[src/rtl/qlab5_pio_blinker_if.sv]
// Avalon-MM write-only bus from the blinker to a downstream PIO slave.
// Ports:
//   avm_address    - register address (3 bits)
//   avm_chipselect - slave select
//   avm_write_n    - active-low write strobe
//   avm_writedata  - 32-bit write data
// The blinker drives the bus through the master modport, and the PIO
// slave receives it through the slave modport.
interface qlab5_pio_blinker_if;
    logic [2:0]  avm_address;
    logic        avm_chipselect;
    logic        avm_write_n;
    logic [31:0] avm_writedata;

    modport master (
        output avm_address,
        output avm_chipselect,
        output avm_write_n,
        output avm_writedata
    );

    modport slave (
        input avm_address,
        input avm_chipselect,
        input avm_write_n,
        input avm_writedata
    );
endinterface

[src/rtl/qlab5_pio_blinker.sv]
// PIO blinker. On start it toggles one PIO bit by issuing single-cycle
// Avalon-MM writes. The bit-set and bit-clear writes are spaced
// half_period cycles apart. Either pulse_count pulses are emitted, or,
// when pulse_count is 0, pulses continue until stop.
// Ports:
//   clk, reset_n  - clock; asynchronous active-low reset
//   start, stop   - one-cycle sequence request / abort
//   half_period   - high and low time in clk cycles (0 is treated as 1)
//   pulse_count   - number of pulses, 0 = run until stop
//   avm           - Avalon-MM master bus (write-only, no waitrequest)
//   busy          - high whenever the sequencer is not idle
//   done          - one-cycle pulse in the first idle cycle after a run
module qlab5_pio_blinker #(
    parameter int         CNT_W    = 24,
    parameter logic [2:0] SET_ADDR = 3'd4,
    parameter logic [2:0] CLR_ADDR = 3'd5
) (
    input  logic                 clk,
    input  logic                 reset_n,
    input  logic                 start,
    input  logic                 stop,
    input  logic [CNT_W-1:0]     half_period,
    input  logic [7:0]           pulse_count,
    qlab5_pio_blinker_if.master  avm,
    output logic                 busy,
    output logic                 done
);

    localparam logic [CNT_W-1:0] ONE = CNT_W'(1);

    typedef enum logic [2:0] {
        IDLE,
        WR_SET,
        WAIT_HI,
        WR_CLR,
        WAIT_LO
    } state_t;

    state_t           state_reg, state_next;
    logic [CNT_W-1:0] h_reg, h_next;       // latched half period, never 0
    logic [7:0]       r_reg, r_next;       // pulses remaining, 0 = continuous
    logic [CNT_W-1:0] cnt_reg, cnt_next;   // wait-phase down counter
    logic             abort_reg, abort_next;
    logic             done_reg, done_next;

    always_ff @(posedge clk or negedge reset_n) begin
        if (!reset_n) begin
            state_reg <= IDLE;
            h_reg     <= ONE;
            r_reg     <= 8'd0;
            cnt_reg   <= '0;
            abort_reg <= 1'b0;
            done_reg  <= 1'b0;
        end else begin
            state_reg <= state_next;
            h_reg     <= h_next;
            r_reg     <= r_next;
            cnt_reg   <= cnt_next;
            abort_reg <= abort_next;
            done_reg  <= done_next;
        end
    end

    always_comb begin
        state_next = state_reg;
        h_next     = h_reg;
        r_next     = r_reg;
        cnt_next   = cnt_reg;
        abort_next = abort_reg;

        case (state_reg)
            IDLE: begin
                abort_next = 1'b0;
                // A start that arrives together with stop is dropped.
                if (start && !stop) begin
                    h_next     = (half_period == '0) ? ONE : half_period;
                    r_next     = pulse_count;
                    state_next = WR_SET;
                end
            end

            WR_SET: begin
                if (stop) begin
                    abort_next = 1'b1;
                    state_next = WR_CLR;
                end else if (h_reg == ONE) begin
                    state_next = WR_CLR;
                end else begin
                    // The counter holds the number of wait cycles still to
                    // spend. It is loaded with H-1, so H=2^CNT_W-1 still fits.
                    cnt_next   = h_reg - ONE;
                    state_next = WAIT_HI;
                end
            end

            WAIT_HI: begin
                if (stop) begin
                    abort_next = 1'b1;
                    state_next = WR_CLR;
                end else if (cnt_reg == ONE) begin
                    state_next = WR_CLR;
                end else begin
                    cnt_next = cnt_reg - ONE;
                end
            end

            WR_CLR: begin
                // R == 0 here only in continuous mode. A finite run leaves
                // on the clear write that brings R to zero, so its final
                // low phase is the idle bus.
                if (r_reg != 8'd0) begin
                    r_next = r_reg - 8'd1;
                end
                if (abort_reg || stop || (r_reg == 8'd1)) begin
                    state_next = IDLE;
                end else if (h_reg == ONE) begin
                    state_next = WR_SET;
                end else begin
                    cnt_next   = h_reg - ONE;
                    state_next = WAIT_LO;
                end
            end

            WAIT_LO: begin
                if (stop) begin
                    state_next = IDLE;
                end else if (cnt_reg == ONE) begin
                    state_next = WR_SET;
                end else begin
                    cnt_next = cnt_reg - ONE;
                end
            end

            default: begin
                state_next = IDLE;
            end
        endcase
    end

    // The done pulse is registered, so it appears in the first idle cycle.
    assign done_next = (state_reg != IDLE) && (state_next == IDLE);

    // The bus is decoded from the state only. Because of this, an
    // asynchronous reset idles the bus at once.
    always_comb begin
        avm.avm_chipselect = 1'b0;
        avm.avm_write_n    = 1'b1;
        avm.avm_address    = 3'd0;
        avm.avm_writedata  = 32'h0;
        case (state_reg)
            WR_SET: begin
                avm.avm_chipselect = 1'b1;
                avm.avm_write_n    = 1'b0;
                avm.avm_address    = SET_ADDR;
                avm.avm_writedata  = 32'h1;
            end
            WR_CLR: begin
                avm.avm_chipselect = 1'b1;
                avm.avm_write_n    = 1'b0;
                avm.avm_address    = CLR_ADDR;
                avm.avm_writedata  = 32'h1;
            end
            default: begin
            end
        endcase
    end

    assign busy = (state_reg != IDLE);
    assign done = done_reg;

endmodule

[src/flat_wrapper.sv]
// flat-port wrapper written by rule: the top's interface ports become plain ports
module qlab5_pio_blinker_flat 
#(
    parameter int         CNT_W    = 24,
    parameter logic [2:0] SET_ADDR = 3'd4,
    parameter logic [2:0] CLR_ADDR = 3'd5
)
  (clk, reset_n, start, stop, half_period, pulse_count, busy, done, avm_avm_address, avm_avm_chipselect, avm_avm_write_n, avm_avm_writedata);
  qlab5_pio_blinker_if avm_i ();
  input  logic clk;
  input  logic reset_n;
  input  logic start;
  input  logic stop;
  input  logic [CNT_W-1:0] half_period;
  input  logic [7:0] pulse_count;
  output logic busy;
  output logic done;
  output wire logic [$bits(avm_i.avm_address)-1:0] avm_avm_address;
  output wire logic [$bits(avm_i.avm_chipselect)-1:0] avm_avm_chipselect;
  output wire logic [$bits(avm_i.avm_write_n)-1:0] avm_avm_write_n;
  output wire logic [$bits(avm_i.avm_writedata)-1:0] avm_avm_writedata;
  assign avm_avm_address = avm_i.avm_address;
  assign avm_avm_chipselect = avm_i.avm_chipselect;
  assign avm_avm_write_n = avm_i.avm_write_n;
  assign avm_avm_writedata = avm_i.avm_writedata;
  qlab5_pio_blinker #(.CNT_W(CNT_W), .SET_ADDR(SET_ADDR), .CLR_ADDR(CLR_ADDR)) u_core (.clk(clk), .reset_n(reset_n), .start(start), .stop(stop), .half_period(half_period), .pulse_count(pulse_count), .avm(avm_i), .busy(busy), .done(done));
endmodule
[config.mk]
export PLATFORM = sky130hd
export DESIGN_NAME = qlab5_pio_blinker_flat
export DESIGN_NICKNAME = d
export VERILOG_FILES = /design/src/rtl/qlab5_pio_blinker_if.sv /design/src/rtl/qlab5_pio_blinker.sv /design/src/flat_wrapper.sv
export SDC_FILE = /design/constraint.sdc
export NUM_CORES = 1
export LEC_CHECK = 0
export ABC_AREA = 1
export ABC_CLOCK_PERIOD_IN_PS = 1500
export CAP_MARGIN = 20
export CORE_ASPECT_RATIO = 1.2
export CORE_MARGIN = 2
export CORE_UTILIZATION = 49
export CTS_CLUSTER_DIAMETER = 200
export DETAILED_ROUTE_END_ITERATION = 6
export GPL_ROUTABILITY_DRIVEN = 0
export GPL_TIMING_DRIVEN = 1
export PLACE_DENSITY = 0.77
export SYNTH_ARGS = -nofsm -noshare
export SYNTH_HDL_FRONTEND = slang
export SYNTH_SLANG_ARGS = --single-unit
[constraint.sdc]
create_clock -name clk -period 1.5 [get_ports clk]
set_input_delay 0.3 -clock clk [delete_from_list [all_inputs] [get_ports clk]]
set_output_delay 0.3 -clock clk [all_outputs]
set_load 0.02 [all_outputs]
==> results of run 1 <==
[power groups by stage]
stage / combinational [mW] / clock, mW / sequential (mW)
after floorplan: 4.84 / 0 / 3.05
after global placement: 8.51 / 0 / 2.93
after detailed placement: 8.79 / 0 / 2.96
after CTS: 9.23 / 1.39 / 2.99
after global routing: 11.3 / 1.46 / 3.14
final: 10.4 / 1.40 / 3.07
[metal layers]
metal / wire [um] / part of all wire
met2: 7770 / 0.52
met1: 5670 / 0.38
met4: 673 / 0.045
met5: 0 / 0
met3: 972 / 0.064
[worst max-delay path, cell delays in order (launching register included)]
cell and delay [ns]:
dfrtp_1 0.41, nor2_4 0.16, nand3_1 0.13, inv_1 0.10, nand2_1 0.07, nand2_1 0.10, inv_1 0.09, nor2_4 0.16
inv_4 0.09, nand2_4 0.18, nand2_1 0.09, nand2_1 0.09
[through the flow]
step           setup WS, ns  TNS [ns]
2_1_floorplan       -0.0231    -0.328
3_5_place_dp         -0.259    -11.38
4_1_cts              -0.150     -3.29
5_1_grt              -0.320     -8.77
3_3_place_gp         -0.191     -8.67
6_report             -0.243     -6.14
[repair_timing]
action	in CTS	in global routing
pin swaps	14	16
gates cloned	1	2
hold buffers	1	0
gates resized for setup	75	67
setup endpoints to repair	44	53
buffers inserted	5	9
hold endpoints to repair	60	0
[cell usage in the layout, fill, tap and decap left out, drive strengths merged]
cell type	count
nand2	246
nor4	2
a21oi	6
xor2	3
dfstp	1
clkinv	1
dfrtp	60
dlygate4sd3	1
xnor2	8
ha	7
or2	2
a31oi	2
o21ai	48
inv	74
o31ai	1
o211ai	1
o21bai	2
clkbuf	15
buf	150
conb	32
o221ai	1
nand4	19
nor2	95
nor3	3
nand3	77
clkdlybuf4s50	34
a21o	1
nand3b	3
a22oi	1
nor3b	1
dlygate4sd2	1
mux2i	1
[logic make-up after synthesis]
group,Yosys count,share of synthesized area
AND/OR/NAND/NOR,447,0.416
buffers and inverters,122,0.134
AO/OA/AOI/OAI,63,0.0741
flip-flops,61,0.333
XOR/XNOR,11,0.0210
adder cells (fa/ha/maj),7,0.0191
other,1,0.000816
multiplexers,1,0.00218
[cell usage after synthesis (2+ instances only)]
cell type  instances  area, um2
nand3_1           76        380
nand3b_1           3       22.5
nor2_2             9       56.3
dfrtp_1           60       1500
xnor2_1            8       70.1
nor2_4             2       22.5
a31oi_1            2       12.5
nor2_1            84        315
o21ai_1            5       25.0
xor2_1             3       26.3
nand2_2            2       12.5
a21oi_1            5       25.0
o21ai_0           43        215
nand2_4            2       22.5
ha_1               7       87.6
nand2_1          241        905
or2_2              2       12.5
clkbuf_1           4       15.0
buf_6              2       22.5
buf_2              6       30.0
buf_4             36        270
nand4_1           19        119
nor4_1             2       12.5
o21bai_1           2       15.0
nor3_1             3       15.0
inv_1             66        248
inv_2              8       30.0
[final timing paths]
path	slack [ns]	from	cells past startpoint	to
max in group asynchronous	0.72	reset_n	3	u_core.h_reg[0]
max	-0.24	u_core.r_reg[2]	11	u_core.cnt_reg[9]
max reg2reg	-0.24	u_core.r_reg[2]	11	u_core.cnt_reg[9]
min reg2reg	0.51	u_core.r_reg[7]	2	u_core.r_reg[7]
min in group clk	0.48	half_period[10]	3	u_core.h_reg[10]
min	0.48	reset_n	3	u_core.h_reg[4]
[layout make-up]
class                      instances  area, um2  share of cell area
clock buffer                      14        173              0.0258
clock inverter                     1       5.00            0.000748
inverter                          74        295              0.0441
multi-input combinational        562       2910               0.435
sequential                        61       1530               0.229
tap                              120        150              0.0224
timing repair buffer             187       1630               0.243
==> results.sh, run 1 <==
export IMPL_clkSlewWorstSetupHoldPaths_ns=0.07
export IMPL_grt_util_met2=0.493
export IMPL_cts_buffers=9
export IMPL_routedWlPerCell_um=14.8
export IMPL_rsz0062_at_grt="true"
export IMPL_vdd_drop_max_mv=1.25
export IMPL_drv_slew=0
export IMPL_setup_viol=38
export IMPL_fmax_mhz=574
export IMPL_synthArstFlopShare=1.00
export IMPL_rows=38
export IMPL_antenna_found_initial=0
export IMPL_grt_max_degree=62
export IMPL_maxCapViolCount=0
export IMPL_dp_cells=987
export IMPL_drt_iter0_markers=507
export IMPL_avgSynthCellArea_um2=6.44
export IMPL_finalPower_mw=14.9
export IMPL_crit_path_start_kind="register"
export IMPL_initial_utilization=0.506
export IMPL_p_per_area_mw_per_mm2=2220
export IMPL_core_mm2=0.00908
export IMPL_nNetsFinal=938
export IMPL_grt_pass1_wl_mm=22.6
export IMPL_nFillCells=671
export IMPL_ys_seq_elements=61
export IMPL_wl_mm=15.1
export IMPL_finClkSkew_ns=0.0101
export IMPL_drc_errors=0
export IMPL_busiest_layer="met2"
export IMPL_grt_pass1_vias=5122
export IMPL_viasPerCell=5.40
export IMPL_final_cells=1019
export IMPL_ctsHtreeMaxLevel=3
export IMPL_die_w_um=92.4
export IMPL_grt_use_met3=0.0496
export IMPL_grt_usage=0.277
export IMPL_detail_route_antenna_nets=0
export IMPL_power_switching_share=0.477
export IMPL_die_area_mm2=0.0102
export IMPL_cp_max_fo=12
export IMPL_power_frac_comb=0.700
export IMPL_synth_edf_count=0
export IMPL_yosysWarnings=0
export IMPL_path_class="register to register"
export IMPL_fin_crit_ns=1.74
export IMPL_insertion_delay_ns=0.37
export IMPL_via_count=5505
export IMPL_hold_path_class="primary input to async pin"
export IMPL_violations="negative setup slack"
export IMPL_port_buffers=42
export IMPL_drive_gt1_frac=0.295
export IMPL_p_leak_nw=3.42
export IMPL_seqPwrFrac=0.206
export IMPL_syn_area_mm2=0.00459
export IMPL_area_delta_synth_final_pct=45.6
export IMPL_final_util=0.737
export IMPL_finalHoldViolCount=0
export IMPL_endpoint_kind="register"
export IMPL_drt_pass1_iter_count=5
export IMPL_period_share=1.16
export IMPL_crit_required_ns=1.81
export IMPL_n_antenna_cell=0
export IMPL_cp_arrival_ns=2.05
export IMPL_ios=75
export IMPL_p_sw_mw=7.10
export IMPL_clkSinkCount=61
export IMPL_overflow=0
export IMPL_synthCells=713
export IMPL_dpl_cell_area_mm2=0.00602
export IMPL_cts_path_max_buffers=2
export IMPL_p_int_mw=7.77
export IMPL_clkPwrFrac=0.094
export IMPL_worst_hold_slack_ns=0.477
export IMPL_use_met1=0.329
export IMPL_cts_tree="done"
export IMPL_layout_setup_ws_ns=-0.243
export IMPL_die_h_um=110
export IMPL_synth_seq_area_share=0.333
export IMPL_status="complete, but fails checks"
export IMPL_hpwl_mm=9.82
export IMPL_ys_types=38
export IMPL_synth_main_ff_cell="dfrtp_1"
export IMPL_root_buffer="clkbuf_8"
export IMPL_fin_area_mm2=0.00669
(Power assumes the default switching activity.)
==> run 2: changes to the inputs <==
- ABC_CLOCK_PERIOD_IN_PS: 1500 -> 1900
- CORE_MARGIN: 2 -> default
- CORE_UTILIZATION: 49 -> 55
- PLACE_DENSITY: 0.77 -> 0.82
- SETUP_SLACK_MARGIN: default -> 0.2
- clock period: 1.5 -> 1.9 ns (I/O delays scaled with it)
==> run 2 against run 1 <==
- the flow now finishes without violations
- power is 32% lower
- via count is 8.5% lower
- critical endpoint is now u_core.cnt_reg[1]
- cell count is 13% lower
- largest cell class unchanged
==> results.sh, run 2 (same netlist as run 1, synthesis figures left out) <==
export IMPL_final_util=0.718
export IMPL_cp_max_fo=8
export IMPL_grt_pass1_vias=4430
export IMPL_p_leak_nw=2.91
export IMPL_grt_usage=0.289
export IMPL_viasPerCell=5.67
export IMPL_nNetsFinal=831
export IMPL_insertion_delay_ns=0.36
export IMPL_port_buffers=42
export IMPL_area_delta_synth_final_pct=26.7
export IMPL_crit_path_start="u_core.cnt_reg[1]"
export IMPL_seqPwrFrac=0.261
export IMPL_status="finished, final reports clean"
export IMPL_drt_pass1_iter_count=6
export IMPL_vdd_drop_max_mv=0.838
export IMPL_overflow=0
export IMPL_cts_tree="done"
export IMPL_initial_utilization=0.567
export IMPL_dpl_cell_area_mm2=0.00507
export IMPL_layout_commonest_cell="nand2_1"
export IMPL_antenna_found_initial=0
export IMPL_grt_pass1_wl_mm=19.8
export IMPL_ios=75
export IMPL_cp_arrival_ns=2.01
export IMPL_nFillCells=627
export IMPL_via_count=5036
export IMPL_fin_crit_ns=1.76
export IMPL_fin_area_mm2=0.00582
export IMPL_rows=36
export IMPL_wl_mm=13.2
export IMPL_cts_path_max_buffers=2
export IMPL_ctsHtreeMaxLevel=3
export IMPL_crit_path_start_kind="register"
export IMPL_final_cells=888
export IMPL_hpwl_mm=8.66
export IMPL_clkSlewWorstSetupHoldPaths_ns=0.07
export IMPL_power_switching_share=0.511
export IMPL_dp_cells=852
export IMPL_p_sw_mw=5.19
export IMPL_ff2ff_setup_slack_ns=0.14
export IMPL_period_share=0.926
export IMPL_endpoint_kind="register"
export IMPL_p_per_area_mw_per_mm2=1750
export IMPL_maxCapViolCount=0
export IMPL_drive_gt1_frac=0.194
export IMPL_finClkSkew_ns=0.00810
export IMPL_clkPwrFrac=0.122
export IMPL_finalPower_mw=10.2
export IMPL_p_int_mw=4.97
export IMPL_rr_worst_depth=12
export IMPL_grt_max_degree=62
export IMPL_detail_route_antenna_nets=0
export IMPL_reg2reg_to="u_core.cnt_reg[1]"
export IMPL_mostFrequentLayoutCells="nand2_1, nor2_1, inv_1, dfrtp_1, nand3_1"
export IMPL_drt_iter0_markers=545
export IMPL_die_area_mm2=0.00872
export IMPL_clkSinkCount=61
export IMPL_setup_viol=0
export IMPL_hold_path_class="primary input to async pin"
export IMPL_tns_ns=0
export IMPL_die_h_um=102
export IMPL_cts_buffers=9
export IMPL_path_class="register to register"
export IMPL_fmax_mhz=568
export IMPL_power_frac_comb=0.617
export IMPL_n_antenna_cell=0
export IMPL_rsz0062_at_grt="true"
export IMPL_reg2reg_from="u_core.cnt_reg[1]"
export IMPL_routedWlPerCell_um=14.9
export IMPL_die_w_um=85.4
export IMPL_finalHoldViolCount=0
export IMPL_core_mm2=0.00811
export IMPL_crit_required_ns=2.15
export IMPL_drv_slew=0
export IMPL_cts_hold_buf=0
export IMPL_drc_errors=0
export IMPL_root_buffer="clkbuf_8"
[run 2: stage by stage]
stage                     hold WS, ns  setup slack (ns)
after floorplan                0.0844             0.283
after global placement          0.415            0.0992
after detailed placement        0.410            0.0413
after CTS                      0.0373             0.194
after global routing           0.0484            0.0867
final                          0.0159             0.140
[run 2: worst max-delay path, cell delays in order, from the launching register on]
cell and delay [ns]:
dfrtp_1 0.41, inv_2 0.09, ha_4 0.12, inv_1 0.04, nor2_1 0.08, nand3_1 0.07, nor2_1 0.14, nand3_2 0.14
nand3_4 0.14, nand2_8 0.11, clkbuf_16 0.19, nand3_2 0.07, nand2_1 0.05
[run 2: repair_timing]
item / CTS / global route
setup endpoints to repair: 33 / 37
pin swaps: 4 / 31
resized for setup: 40 / 82
gates cloned: 1 / 3
setup buffers: 5 / 11
[run 2: layout make-up]
type | count | area [um2] | share of cell area
clock inverters | 3 | 42.5 | 0.00731
inverters | 74 | 290 | 0.0499
clock buffers | 13 | 169 | 0.0290
flip-flops and latches | 61 | 1530 | 0.263
well taps | 95 | 119 | 0.0204
multi-input cells | 563 | 2910 | 0.499
repair buffers | 79 | 762 | 0.131
[run 2: worst max path at each step]
stage                    endpoint  slack [ns]
4_1_cts        avm_avm_address[0]        0.19
3_5_place_dp    u_core.cnt_reg[2]        0.04
5_1_grt        u_core.cnt_reg[12]        0.09
3_3_place_gp   u_core.cnt_reg[12]         0.1
2_1_floorplan  u_core.cnt_reg[17]        0.28
6_report        u_core.cnt_reg[1]        0.14
[run 2: power by group through the flow]
stage	clock network, mW	registers (mW)	logic, mW
3_3_place_gp	0	2.54	4.71
6_report	1.24	2.65	6.27
3_5_place_dp	0	2.57	4.89
5_1_grt	1.31	2.72	6.88
4_1_cts	1.24	2.56	5.11
2_1_floorplan	0	2.41	3.70
[run 2: layer usage]
| layer | share of wire | vias to the layer above | track usage | routed length (um) |
|---|---|---|---|---|
| li1 | - | 2368 | - | - |
| met4 | 0.053 | 0 | 0.174 | 702 |
| met2 | 0.50 | 302 | 0.498 | 6630 |
| met3 | 0.065 | 59 | 0.0444 | 862 |
| met5 | 0 | - | 0 | 0 |
| met1 | 0.38 | 2307 | 0.342 | 5050 |
